[src/rtl/mem_port_arbiter_if.sv]
// Bus bundle joining the fetch and load/store requesters, the port arbiter
// and the unified instruction/data memory.
interface mem_port_arbiter_if #(
  parameter int ADDR_W = 32,
  parameter int DATA_W = 32
);
  logic              if_req;
  logic [ADDR_W-1:0] if_addr;
  logic              if_gnt;
  logic              if_valid;
  logic [DATA_W-1:0] if_rdata;

  logic              d_req;
  logic              d_we;
  logic [ADDR_W-1:0] d_addr;
  logic [DATA_W-1:0] d_wdata;
  logic              d_gnt;
  logic              d_valid;
  logic [DATA_W-1:0] d_rdata;

  logic [ADDR_W-1:0] mem_a;
  logic [DATA_W-1:0] mem_wd;
  logic              mem_we;
  logic              mem_adr_src;
  logic [DATA_W-1:0] mem_rdata;

  modport slave (
    input  if_req, if_addr,
    output if_gnt, if_valid, if_rdata,
    input  d_req, d_we, d_addr, d_wdata,
    output d_gnt, d_valid, d_rdata,
    output mem_a, mem_wd, mem_we, mem_adr_src,
    input  mem_rdata
  );

  modport master (
    output if_req, if_addr,
    input  if_gnt, if_valid, if_rdata,
    output d_req, d_we, d_addr, d_wdata,
    input  d_gnt, d_valid, d_rdata,
    input  mem_a, mem_wd, mem_we, mem_adr_src,
    output mem_rdata
  );
endinterface

[src/rtl/mem_port_arbiter.sv]
// Shares the single memory port of the multicycle CPU between instruction fetch
// and load/store, sequencing the memory controls and returning registered read data.
module mem_port_arbiter #(
  parameter int ADDR_W        = 32,
  parameter int DATA_W        = 32,
  parameter bit DATA_PRIORITY = 1'b1,
  parameter int CNT_W         = 16
) (
  input  logic             clk,
  input  logic             rst,
  mem_port_arbiter_if.slave bus,
  output logic             busy,
  output logic [CNT_W-1:0] fetch_cnt,
  output logic [CNT_W-1:0] data_cnt
);

  typedef enum logic [1:0] {
    ST_IDLE  = 2'd0,
    ST_FETCH = 2'd1,
    ST_DATA  = 2'd2,
    ST_DWAIT = 2'd3
  } state_t;

  localparam logic [CNT_W-1:0] CNT_ONE = {{(CNT_W-1){1'b0}}, 1'b1};

  state_t              state_r;
  state_t              state_nxt_s;
  logic [ADDR_W-1:0]   addr_r;
  logic [DATA_W-1:0]   wdata_r;
  logic                we_r;
  logic                last_data_r;
  logic [CNT_W-1:0]    fetch_cnt_r;
  logic [CNT_W-1:0]    data_cnt_r;
  logic                if_valid_r;
  logic                d_valid_r;
  logic [DATA_W-1:0]   if_rdata_r;
  logic [DATA_W-1:0]   d_rdata_r;

  logic                if_gnt_s;
  logic                d_gnt_s;
  logic [ADDR_W-1:0]   mem_a_s;
  logic                mem_we_s;
  logic                mem_src_s;

  // Arbitration, next state and memory-port decode from state and latched fields
  always_comb begin
    state_nxt_s = state_r;
    if_gnt_s    = 1'b0;
    d_gnt_s     = 1'b0;
    mem_a_s     = {ADDR_W{1'b0}};
    mem_we_s    = 1'b0;
    mem_src_s   = 1'b0;
    case (state_r)
      ST_IDLE: begin
        // Round-robin: on contention the requester not served last time wins.
        if (bus.d_req && ((DATA_PRIORITY != 1'b0) || !bus.if_req || !last_data_r)) begin
          d_gnt_s     = 1'b1;
          state_nxt_s = ST_DATA;
        end else if (bus.if_req) begin
          if_gnt_s    = 1'b1;
          state_nxt_s = ST_FETCH;
        end else begin
          state_nxt_s = ST_IDLE;
        end
      end
      ST_FETCH: begin
        mem_a_s     = addr_r;
        state_nxt_s = ST_IDLE;
      end
      ST_DATA: begin
        mem_a_s     = addr_r;
        mem_src_s   = 1'b1;
        mem_we_s    = we_r;
        state_nxt_s = ST_DWAIT;
      end
      ST_DWAIT: begin
        mem_a_s     = addr_r;
        mem_src_s   = 1'b1;
        state_nxt_s = ST_IDLE;
      end
      default: begin
        state_nxt_s = ST_IDLE;
      end
    endcase
  end

  // State register, latched winner request, grant history and grant counters
  always_ff @(posedge clk or posedge rst) begin
    if (rst) begin
      state_r     <= ST_IDLE;
      addr_r      <= {ADDR_W{1'b0}};
      wdata_r     <= {DATA_W{1'b0}};
      we_r        <= 1'b0;
      last_data_r <= 1'b1;
      fetch_cnt_r <= {CNT_W{1'b0}};
      data_cnt_r  <= {CNT_W{1'b0}};
    end else begin
      state_r <= state_nxt_s;
      if (d_gnt_s) begin
        addr_r      <= bus.d_addr;
        wdata_r     <= bus.d_wdata;
        we_r        <= bus.d_we;
        last_data_r <= 1'b1;
        data_cnt_r  <= data_cnt_r + CNT_ONE;
      end else if (if_gnt_s) begin
        addr_r      <= bus.if_addr;
        wdata_r     <= {DATA_W{1'b0}};
        we_r        <= 1'b0;
        last_data_r <= 1'b0;
        fetch_cnt_r <= fetch_cnt_r + CNT_ONE;
      end
    end
  end

  // Return path: capture memory read data and pulse the matching valid
  always_ff @(posedge clk or posedge rst) begin
    if (rst) begin
      if_valid_r <= 1'b0;
      d_valid_r  <= 1'b0;
      if_rdata_r <= {DATA_W{1'b0}};
      d_rdata_r  <= {DATA_W{1'b0}};
    end else begin
      if_valid_r <= 1'b0;
      d_valid_r  <= 1'b0;
      if (state_r == ST_FETCH) begin
        if_rdata_r <= bus.mem_rdata;
        if_valid_r <= 1'b1;
      end
      if (state_r == ST_DWAIT) begin
        d_rdata_r <= bus.mem_rdata;
        d_valid_r <= 1'b1;
      end
    end
  end

  assign bus.if_gnt      = if_gnt_s;
  assign bus.d_gnt       = d_gnt_s;
  assign bus.if_valid    = if_valid_r;
  assign bus.d_valid     = d_valid_r;
  assign bus.if_rdata    = if_rdata_r;
  assign bus.d_rdata     = d_rdata_r;
  assign bus.mem_a       = mem_a_s;
  assign bus.mem_wd      = wdata_r;
  assign bus.mem_we      = mem_we_s;
  assign bus.mem_adr_src = mem_src_s;
  assign busy            = (state_r != ST_IDLE);
  assign fetch_cnt       = fetch_cnt_r;
  assign data_cnt        = data_cnt_r;

endmodule

[src/flat_wrapper.sv]
// flat-port wrapper written by rule: the top's interface ports become plain ports
module mem_port_arbiter_flat 
#(
  parameter int ADDR_W        = 32,
  parameter int DATA_W        = 32,
  parameter bit DATA_PRIORITY = 1'b1,
  parameter int CNT_W         = 16
)
  (clk, rst, busy, fetch_cnt, data_cnt, bus_if_req, bus_if_addr, bus_if_gnt, bus_if_valid, bus_if_rdata, bus_d_req, bus_d_we, bus_d_addr, bus_d_wdata, bus_d_gnt, bus_d_valid, bus_d_rdata, bus_mem_a, bus_mem_wd, bus_mem_we, bus_mem_adr_src, bus_mem_rdata);
  mem_port_arbiter_if #(.ADDR_W(ADDR_W), .DATA_W(DATA_W)) bus_i ();
  input  logic clk;
  input  logic rst;
  output logic busy;
  output logic [CNT_W-1:0] fetch_cnt;
  output logic [CNT_W-1:0] data_cnt;
  input wire logic [$bits(bus_i.if_req)-1:0] bus_if_req;
  input wire logic [$bits(bus_i.if_addr)-1:0] bus_if_addr;
  output wire logic [$bits(bus_i.if_gnt)-1:0] bus_if_gnt;
  output wire logic [$bits(bus_i.if_valid)-1:0] bus_if_valid;
  output wire logic [$bits(bus_i.if_rdata)-1:0] bus_if_rdata;
  input wire logic [$bits(bus_i.d_req)-1:0] bus_d_req;
  input wire logic [$bits(bus_i.d_we)-1:0] bus_d_we;
  input wire logic [$bits(bus_i.d_addr)-1:0] bus_d_addr;
  input wire logic [$bits(bus_i.d_wdata)-1:0] bus_d_wdata;
  output wire logic [$bits(bus_i.d_gnt)-1:0] bus_d_gnt;
  output wire logic [$bits(bus_i.d_valid)-1:0] bus_d_valid;
  output wire logic [$bits(bus_i.d_rdata)-1:0] bus_d_rdata;
  output wire logic [$bits(bus_i.mem_a)-1:0] bus_mem_a;
  output wire logic [$bits(bus_i.mem_wd)-1:0] bus_mem_wd;
  output wire logic [$bits(bus_i.mem_we)-1:0] bus_mem_we;
  output wire logic [$bits(bus_i.mem_adr_src)-1:0] bus_mem_adr_src;
  input wire logic [$bits(bus_i.mem_rdata)-1:0] bus_mem_rdata;
  assign bus_i.if_req = bus_if_req;
  assign bus_i.if_addr = bus_if_addr;
  assign bus_if_gnt = bus_i.if_gnt;
  assign bus_if_valid = bus_i.if_valid;
  assign bus_if_rdata = bus_i.if_rdata;
  assign bus_i.d_req = bus_d_req;
  assign bus_i.d_we = bus_d_we;
  assign bus_i.d_addr = bus_d_addr;
  assign bus_i.d_wdata = bus_d_wdata;
  assign bus_d_gnt = bus_i.d_gnt;
  assign bus_d_valid = bus_i.d_valid;
  assign bus_d_rdata = bus_i.d_rdata;
  assign bus_mem_a = bus_i.mem_a;
  assign bus_mem_wd = bus_i.mem_wd;
  assign bus_mem_we = bus_i.mem_we;
  assign bus_mem_adr_src = bus_i.mem_adr_src;
  assign bus_i.mem_rdata = bus_mem_rdata;
  mem_port_arbiter #(.ADDR_W(ADDR_W), .DATA_W(DATA_W), .DATA_PRIORITY(DATA_PRIORITY), .CNT_W(CNT_W)) u_core (.clk(clk), .rst(rst), .bus(bus_i), .busy(busy), .fetch_cnt(fetch_cnt), .data_cnt(data_cnt));
endmodule
[config.mk]
export PLATFORM = sky130hd
export DESIGN_NAME = mem_port_arbiter_flat
export DESIGN_NICKNAME = d
export VERILOG_FILES = /design/src/rtl/mem_port_arbiter_if.sv /design/src/rtl/mem_port_arbiter.sv /design/src/flat_wrapper.sv
export SDC_FILE = /design/constraint.sdc
export NUM_CORES = 1
export LEC_CHECK = 0
export CORE_AREA = 3 3 162 85
export CTS_CLUSTER_SIZE = 40
export DETAILED_ROUTE_END_ITERATION = 12
export DIE_AREA = 0 0 165 88
export DONT_BUFFER_PORTS = 1
export PLACE_DENSITY = 0.7
export SYNTH_ARGS = -nofsm -noshare
export SYNTH_HDL_FRONTEND = slang
export SYNTH_SLANG_ARGS = --single-unit
[constraint.sdc]
create_clock -name clk -period 10.4 [get_ports clk]
set_input_delay 1.04 -clock clk [delete_from_list [all_inputs] [get_ports clk]]
set_output_delay 1.04 -clock clk [all_outputs]
set_load 0.01 [all_outputs]
==> results.md, run 1 <==
- Outcome: completed
- Switch share: 0.3683
- First-pass GRT wire length: 22290 µm
- TNS Setup: 0 ns
- Placer Congestion: 0.7751
- Syn Std Cell Area: 6853 µm²
- Worst r2r path cells: 5
- Crit end category: output pin
- Routed WL: ~15000 µm
- Number of iterations in the first detailed-routing pass: 5
- Commonest non-fill, non-tap cell in the layout: dfrtp_1
- Pleak: approximately 3.3 nW
- CP top delay family: simple AND/OR/NAND/NOR gates
- Worst Hold Launch: u_core.we_r
- Core Area: 12520 µm²
- Sequential power share: 0.503
- Share of layout cells above drive strength 1: 0.2156
- R2R Path End: u_core.bus.mem_wd[27]
- Final Skew: 0.01157 ns
- H-tree levels: 4
- DRT iter0 DRCs: 209
- Hold Crit Depth: 1
- Syn nets: ~660
- Cell Int Power: 1.544 mW
- Comb pwr share: 0.256
- Worst-case clock buffer depth: 2
- Number of global-route vias before repair: 4075
- Hold WC Path Type: reg -> reg
- Final hold viol count: 0
- Setup crit start: bus_d_req
- GRT Total Usage: 0.2004
- Worst-path clk slew: 0.06 ns
- YS warnings: 0
- Post-Synth XOR/XNOR Area: 0.03834
- Slowest-stage cell, CP: or4b_4
- Die X-Extent: 165 µm
- Final ANT Viol Nets: 0
- Cell taking the most area after synthesis: dfrtp_1
- Port-buffer cells: 0
- Crit path largest cell delay: 0.62 ns
- Grt ovf: 0
- Pin count of the biggest net entering global routing: 100
- Skew-Pair Late Insertion Delay: around 0.41 ns
- DRC: 0
- Post-CTS setup repair buffer count: 0
- Hpwl dp: 10620 µm
- CTS Hold Bufs: 0
- Worst rel slew slack: 0.1634
- Clock Power Share: 0.241
- Initial antenna violation count: 0
- Pwr per Cell Area: 327.3 nW/µm²
- Maximum operating frequency: 319.3 MHz
- Final setup fails: 0
- Post-synthesis compound-gate area fraction: 0.06628
- TritonCTS clock tree: yes
- CTS Buf Count: 17
- Psw: 0.8999 mW
- Final period util: 0.3012
- # diodes: 0
- Count of nets after finishing: 646
- Adder-Cell Fraction of Synth Area: 0.003652
- Die span in y: roughly 88 µm
- WP data arrival: 2.09 ns
- Synth Area in Simple Gates: 0.09969
- Max_cap viols: 0
- Synth top area share: 0.6025
- Worst-path cell chain: or4b_4 -> inv_6
- Die ar.: 14520 µm²
- Area grow syn2layout: 8.965%
- Worst Hold Endpoint: u_core.we_r
- CTS Sinks: roughly 170
- Main combinational cell family by area after synthesis: multiplexers
- Initial Util: 0.5474
- Critical path buffer and inverter count: 1
- Seq cells post-synth: 165
- Resized cells post-CTS: 0
- Final worst setup slack: 7.268 ns
- Slew @ Worst Pin: between 1 and 1.5 ns
- Synth top area cells: dfrtp_1 (60%), mux2_2 (11%), mux2i_1 (4.7%), a22o_1 (4.2%), xnor2_1 (3.1%)
- VDD IR max: 0.1637 mV
- Row count: 29
- Post-Syn Instances: 520
- Place WS: 7.211 ns
- Commonest cells after routing, fill and taps aside: dfrtp_1 (165), mux2_2 (65), nand2_1 (46), a22o_1 (33)
- Worst setup SP type: primary input
- Mux contribution to synthesized area: 0.1536
- Routed wire length per instance: about 21 µm
- Tot Pwr: 2.444 mW
- Sequential-to-total area share from yosys stat: 0.6025
- Reg2Reg Setup Slack: 7.66 ns
- Clock Tree Root: clkbuf_16
- Layout fillers: just over 1k
- Tmin final: 3.132 ns
- Crit path required time: 9.36 ns
- Yosys cell types: 32
- Hold slack: 0.5103 ns
- Final Max Slew Viols: 0
- Avg Inst Size Synth: 13.18 µm²
- Via Count: slightly below 4k
- WS Path Type: in -> out
- I/O pin cnt: 300
- RSZ-0062 raised after global routing: false
- Crit Path Max Fanout: 38
- Via density per instance: 5.653
- Reg2Reg Launch Point: u_core.state_r[1]
per-layer routing:
layer | wire [µm] | global-route usage
met3 | 1588 | 0.09872
met1 | 5405 | 0.2215
met5 | 0 | 0
met4 | 134 | 0.05099
met2 | 7756 | 0.3509
kinds of logic after synthesis:
logic type	count (synthesis)
buffers and inverters	40
xor gates and xnor gates	30
and+or+nand+nor	120
adders and majority gates	2
muxes	97
DFF	165
AOI/OAI and AO/OA	66
state kept, by name, indices dropped and copies added (netlist names):
name,count
u_core.bus.if_valid,1
u_core.fetch_cnt,16
u_core.bus.d_valid,1
u_core.state_r,2
u_core.addr_r,32
u_core.bus.if_rdata,32
u_core.bus.d_rdata,32
u_core.we_r,1
u_core.bus.mem_wd,32
u_core.data_cnt,16
cell type report:
type | instances | area [µm²] | share of cell area
inverter | 6 | 32.53 | 0.004357
multi-input combinational | 315 | 2487 | 0.3331
tap | 170 | 212.7 | 0.02849
clock inverter | 13 | 117.6 | 0.01575
sequential | 165 | 4129 | 0.5529
clock buffer | 19 | 442.9 | 0.05932
timing repair buffer | 6 | 45.04 | 0.006032
stage by stage:
step	area, µm²	utilization	std cells
4_1_cts	7467	0.5965	694
6_report	7467	0.5965	694
3_5_place_dp	6907	0.5517	662
5_1_grt	7467	0.5965	694
3_3_place_gp	6907	0.5517	662
2_1_floorplan	6853	-	520
cells in the mapped netlist:
master and n:
and3_1 4, nor2_1 6, clkbuf_1 16, and3b_1 1
inv_6 1, o21ai_1 26, nor3b_1 1, nor2b_1 32
nor2_2 1, nand2b_1 1, nand2_1 46, and2_1 2
buf_2 9, nand4_1 7, and4_1 5, buf_12 4
a22o_1 33, dfrtp_1 165, xnor2_1 24, nand4_4 2
xor2_1 6, nor3_4 2, inv_1 5, nand3_1 9
mux2_2 65, ha_1 2, a21oi_1 1, mux2i_1 32
buf_6 2, buf_1 3, or4b_4 1, o21ai_0 6
worst max path at each step:
| stage | slack (ns) | endpoint | cells after the start |
|---|---|---|---|
| after floorplan | 4.90 | u_core.addr_r[0] | 1 |
| final | 7.27 | bus_if_gnt | 2 |
| after detailed placement | 7.21 | u_core.bus.mem_wd[27] | 5 |
| after global placement | 7.25 | u_core.bus.mem_wd[23] | 5 |
| after global routing | 7.24 | bus_if_gnt | 2 |
| after CTS | 7.27 | bus_if_gnt | 2 |
power by group through the flow:
stage / combinational [mW] / sequential [mW] / clock (mW)
after floorplan: 0.571 / 1.15 / 0
after global placement: 0.615 / 1.24 / 0
after CTS: 0.640 / 1.23 / 0.603
after detailed placement: 0.640 / 1.24 / 0
after global routing: 0.699 / 1.26 / 0.635
final: 0.625 / 1.23 / 0.590
Power figures use the tool's default switching activity.
==> run 2, diff against run 1 <==
- clock period: 10.4 -> 3.1 ns (I/O delays scaled with it)
==> run 2 against run 1 <==
Compared with the run above: non-clock buffer count is 5 higher; sequential cell count is the same; final area is 1.5% higher; critical path depth is the same; cell count rose by 0.58%; combinational power rose to 3.4 times the previous value; critical endpoint unchanged; die area did not move; sequential power rose to 3.3 times the previous value; worst hold slack got worse by 0.48 ns; utilization is 0.92 points higher; clock power increased to 3.6 times the previous value; power rose to 3.4 times the previous value; largest cell class unchanged.
==> results.md, run 2 (same netlist as run 1, synthesis figures left out) <==
- Final worst setup slack: 0.7825 ns (-6.485 ns)
- I/O pin cnt: 300 (unchanged)
- Share of layout cells above drive strength 1: 0.2159 (+0.0002602)
- Initial Util: 0.5474 (unchanged)
- Final period util: 0.7476
- Number of iterations in the first detailed-routing pass: 4 (-1)
- Worst-case clock buffer depth: 2 (unchanged)
- Final Max Slew Viols: 0 (unchanged)
- GRT Total Usage: 0.2040 (+0.003580)
- Port-buffer cells: 0 (unchanged)
- Pwr per Cell Area: 1104 nW/µm² (+240%)
- Routed wire length per instance: 21.54 µm (+0.43%)
- Die ar.: 14520 µm² (unchanged)
- Final Skew: 0.01123 ns (-0.0003414 ns)
- H-tree levels: 4 (unchanged)
- Grt ovf: 0 (unchanged)
- Number of global-route vias before repair: 4157 (+2.0%)
- Crit path required time: 2.79 ns (-6.57 ns)
- CTS Sinks: 165 (unchanged)
- Pleak: 3.325 nW (+1.3%)
- WS Path Type: reg -> out
- Psw: 2.944 mW (+230%)
- Outcome: completed
- DRT iter0 DRCs: 229 (+9.6%)
- Top sig layer: met4
- Place WS: 0.8491 ns (-6.362 ns)
- Routed WL: 15030 µm (+1.0%)
- Pin count of the biggest net entering global routing: 74 (-26%)
- Via density per instance: 5.640 (-0.22%)
- TNS Setup: 0 ns (unchanged)
- Initial antenna violation count: 0 (unchanged)
- Routed met2 length: 7657 µm (-1.3%)
- Crit Path Max Fanout: 38 (unchanged)
- Crit end category: output pin
- VDD IR max: 0.5213 mV (+220%)
- Max_cap viols: 0 (unchanged)
- Clock Power Share: 0.254 (+0.013)
- Row count: 29 (unchanged)
- # diodes: 0 (unchanged)
- DRC: 0 (unchanged)
- Worst rel slew slack: 0.4381 (+0.2748)
- Final hold viol count: 0 (unchanged)
- Die span in y: 88 µm (unchanged)
- Worst setup SP type: flop
- Clock Tree Root: clkbuf_16
- Count of nets after finishing: 651 (+0.77%)
- Switch share: 0.3516 (-0.01672)
- Final Instance Area: 7582 µm² (+1.5%)
- Hpwl dp: 10930 µm (+2.9%)
- Tot Pwr: 8.374 mW (+240%)
- CTS Buf Count: 17 (unchanged)
- Skew-Pair Late Insertion Delay: 0.41 ns (about the same)
- Core Area: 12520 µm² (unchanged)
- Resized cells post-CTS: 0 (unchanged)
- Comb pwr share: 0.255 (about the same)
- Layout fillers: 986 (-4.2%)
- Hold WC Path Type: in -> reg
- WL met3: 1570 µm (-1.1%)
- Maximum operating frequency: ~430 MHz
- Tmin final: 2.317 ns
- Post-Route M1 WL: 5647 µm (+4.5%)
- Commonest non-fill, non-tap cell in the layout: dfrtp_1
- Final Util: 0.6057 (+0.009195)
- Final setup fails: 0 (unchanged)
- RSZ-0062 raised after global routing: false
- First-pass GRT wire length: 22650 µm (+1.6%)
- Via Count: 3937 (+0.36%)
- Commonest cells after routing, fill and taps aside: dfrtp_1 (165), mux2_2 (65), nand2_1 (46), a22o_1 (33)
- Post-CTS setup repair buffer count: 0 (unchanged)
- Cell Int Power: 5.430 mW (+250%)
- Final Non-Filler Cells: 698 (+0.58%)
- Slew @ Worst Pin: 0.8410 ns (-0.4126 ns)
- WP data arrival: 2.01 ns (-0.08 ns)
- Cells after DPL: 666 (+0.60%)
- Hold slack: 0.03029 ns (-0.4800 ns)
- Placed Instance Area: 6973 µm² (+0.96%)
- TritonCTS clock tree: yes
- Area grow syn2layout: 10.64%
- Worst-path clk slew: 0.06 ns (about the same)
- Final ANT Viol Nets: 0 (unchanged)
- Placer Congestion: 0.7818 (+0.86%)
- Die X-Extent: 165 µm (unchanged)
- Sequential power share: 0.491 (-0.012)
- CTS Hold Bufs: 1 (+1)
==> run 2: cell types whose count changed in the layout (fill, tap and decap cells not counted), sizes merged <==
cell         before  now
clkinv            5    3
inv              12    7
clkbuf           19   21
buf               6   10
bufinv            0    3
clkinvlp          2    3
dlygate4sd3       0    1
==> run 2: routing by layer <==
metal  up-vias  global-route usage
met5         -                   0
met4         0             0.05479
met1      1975              0.2293
li1       1784                   -
met2       164              0.3580
met3        14             0.09164
==> run 2: final timing paths <==
path | to | start | slack (ns) | depth (start not counted)
hold reg to reg | u_core.we_r | u_core.we_r | 0.50 | 1
hold / removal | u_core.addr_r[28] | bus_d_addr[28] | 0.03 | 2
min in group asynchronous | u_core.bus.if_rdata[19] | rst | 0.54 | 2
setup reg to reg | u_core.bus.mem_wd[21] | u_core.state_r[1] | 0.87 | 5
setup / recovery | bus_if_gnt | u_core.state_r[1] | 0.78 | 2
max in group asynchronous | u_core.bus.mem_wd[27] | rst | 1.72 | 3
==> run 2: final cells by class <==
type	instances	area, µm²	area share
timing repair buffer	11	122.6	0.01617
clock inverter	10	148.9	0.01964
clock buffer	21	450.4	0.05941
multi-input combinational	315	2487	0.3281
sequential	165	4129	0.5446
tap	170	212.7	0.02805
inverter	6	31.28	0.004125
==> run 2: worst max-delay path: stages (launching register included) <==
cell and delay, ns:
dfrtp_1 0.51, or4b_4 0.68, inv_6 0.40
==> run 2: power groups by stage <==
stage | Sequential, mW | Combinational, mW | Clock, mW
after global routing | 4.24 | 2.38 | 2.27
after global placement | 4.16 | 2.10 | 0
after floorplan | 3.85 | 1.92 | 0
after CTS | 4.14 | 2.18 | 2.18
after detailed placement | 4.16 | 2.18 | 0
final | 4.11 | 2.13 | 2.13
==> run 3, diff against run 2 <==
- PLACE_DENSITY: 0.7 -> 0.73
- clock period: 3.1 -> 1.9 ns (I/O delays scaled with it)
==> run 3 against run 2 <==
Compared with the run above: global-route usage is 2.1 points higher; routed wire length rose by 12%; non-clock buffer count is 136 higher; worst hold slack worse by 0.023 ns; critical endpoint unchanged; largest cell class unchanged.
==> results.md, run 3 (same netlist as run 1, synthesis figures left out) <==
- Initial Util: 0.5474 (unchanged)
- Final Max Slew Viols: 0 (unchanged)
- Die ar.: 14520 µm² (unchanged)
- Row count: 29 (unchanged)
- Core Area: 12520 µm² (unchanged)
- Crit path required time: 1.71 ns (-1.08 ns)
- Clock Tree Root: clkbuf_16
- First-pass GRT wire length: 25270 µm (+12%)
- Die span in y: 88 µm (unchanged)
- Skew-Pair Late Insertion Delay: 0.41 ns (about the same)
- CTS Buf Count: 17 (unchanged)
- Worst r2r path cells: 5 (unchanged)
- Final worst setup slack: 0.07364 ns (-0.7089 ns)
- Die X-Extent: 165 µm (unchanged)
- Slew @ Worst Pin: 0.4224 ns (-0.4187 ns)
- Worst-case clock buffer depth: 2 (unchanged)
- Final Skew: 0.01043 ns (-0.0008002 ns)
- Crit end category: output pin
- Area grow syn2layout: 30.84%
- H-tree levels: 4 (unchanged)
- WP data arrival: 1.64 ns (-0.37 ns)
- Place WS: 0.09687 ns (-0.7523 ns)
- Via density per instance: 5.505 (-2.4%)
- Via Count: 4597 (+17%)
- Count of nets after finishing: 787 (+21%)
- I/O pin cnt: 300 (unchanged)
- Worst Hold Launch: bus_if_addr[22]
- DRC: 0 (unchanged)
- Final hold viol count: 0 (unchanged)
- Commonest cells after routing, fill and taps aside: dfrtp_1 (165), dlygate4sd3_1 (127), mux2_2 (65), nand2_1 (46), a22o_1 (33)
- Number of global-route vias before repair: 4856 (+17%)
- RSZ-0062 raised after global routing: false
- Worst Hold Endpoint: u_core.addr_r[22]
- Grt ovf: 0 (unchanged)
- Worst-path cell chain: or4b_4 -> clkinv_8 -> buf_6
- Share of layout cells above drive strength 1: 0.1910 (-0.02493)
- TritonCTS clock tree: yes
- Number of iterations in the first detailed-routing pass: 5 (+1)
- Final ANT Viol Nets: 0 (unchanged)
- Hpwl dp: 10970 µm (+0.43%)
- Crit path largest cell delay: 0.57 ns (-0.11 ns)
- Pwr per Cell Area: 1571 nW/µm² (+42%)
- Reg2Reg Setup Slack: 0.09 ns (-0.78 ns)
- Worst setup SP type: flop
- Slowest-stage cell, CP: or4b_4
- Final Util: 0.7162 (+0.1105)
- Worst rel slew slack: 0.7184 (+0.2803)
- Tmin final: between 1.5 and 2 ns
- # diodes: 0 (unchanged)
- Crit Path Max Fanout: 11 (-71%)
- Max_cap viols: 0 (unchanged)
- Hold Crit Depth: 2 (unchanged)
- Pleak: 3.919 nW (+18%)
- Port-buffer cells: 0 (unchanged)
- Final setup fails: 0 (unchanged)
- Reg2Reg Launch Point: u_core.state_r[1]
- Pin count of the biggest net entering global routing: 72 (-2.7%)
- CTS Sinks: 165 (unchanged)
- Worst-path clk slew: 0.06 ns (about the same)
- Final period util: 0.9612
- GRT Total Usage: 0.2245 (+0.02058)
- WS Path Type: reg -> out
- Commonest non-fill, non-tap cell in the layout: dfrtp_1
- Hold slack: 0.007629 ns (-0.02266 ns)
- Initial antenna violation count: 0 (unchanged)
- Outcome: completed
- Maximum operating frequency: 547.5 MHz
- Routed WL: 16890 µm (+12%)
- R2R Path End: u_core.fetch_cnt[15]
- VDD IR max: 0.9193 mV (+76%)
- Placer Congestion: 0.7892 (+0.95%)
- Critical path buffer and inverter count: 2 (+1)
- Routed wire length per instance: 20.23 µm (-6.1%)
- DRT iter0 DRCs: 284 (+24%)
- CP top delay family: simple AND/OR/NAND/NOR gates
- Hold WC Path Type: in -> reg
==> run 3: cell count changes in the layout (fill, tap and decap cells not counted), moves of 2 or more <==
cell,before,now
bufinv_16,3,1
dlygate4sd3_1,1,127
buf_12,3,8
buf_4,7,11
clkbuf_1,3,1
inv_8,0,3
==> run 3: final cells by class <==
type	count	area, µm²
Sequential cell	165	4129
Fill cell	792	3552
Multi-Input combinational cell	315	2487
Timing Repair Buffer	147	1525
Clock buffer	18	429.2
Tap cell	170	212.7
Clock inverter	14	143.9
Inverter	6	38.79
==> run 3: repair_timing <==
action,CTS,global route
hold buffers,127,0
pin swaps,1,3
gates resized for setup,2,1
buffers inserted,1,1
hold endpoints to repair,296,0
setup endpoints to repair,1,5
==> run 3: how the worst max path moves through the flow <==
stage                                 start                    to  slack (ns)  cells after the start
after floorplan                         rst      u_core.addr_r[0]       -0.39                      1
after global placement    u_core.state_r[1]      u_core.addr_r[3]        0.14                      5
after detailed placement  u_core.state_r[1]      u_core.addr_r[1]         0.1                      5
after CTS                 u_core.state_r[1]            bus_if_gnt        0.01                      3
after global routing      u_core.state_r[1]  u_core.fetch_cnt[15]        0.02                      5
final                     u_core.state_r[1]            bus_if_gnt        0.07                      3
==> run 3: metal layers <==
metal  GRT usage  share of wire
met4     0.09209          0.024
met3     0.07274          0.079
met2      0.3996           0.52
met5           0              0
met1      0.2533           0.38
==> run 3: stage by stage <==
step | std cells | TNS [ns] | instance area (µm²) | power [mW]
2_1_floorplan | 520 | -64.15 | 6857 | 9.416
3_3_place_gp | 674 | 0 | 7096 | 10.38
3_5_place_dp | 674 | 0 | 7096 | 10.57
4_1_cts | 834 | 0 | 8954 | 14.16
5_1_grt | 835 | 0 | 8966 | 14.86
6_report | 835 | 0 | 8966 | 14.09
==> run 3: power by group <==
group,internal [mW],switching (mW),leakage [nW]
Sequential,5.00,1.66,2.04
Clock,1.85,1.48,0.273
Combinational,2.08,2.01,1.60
Total,8.93,5.15,3.92
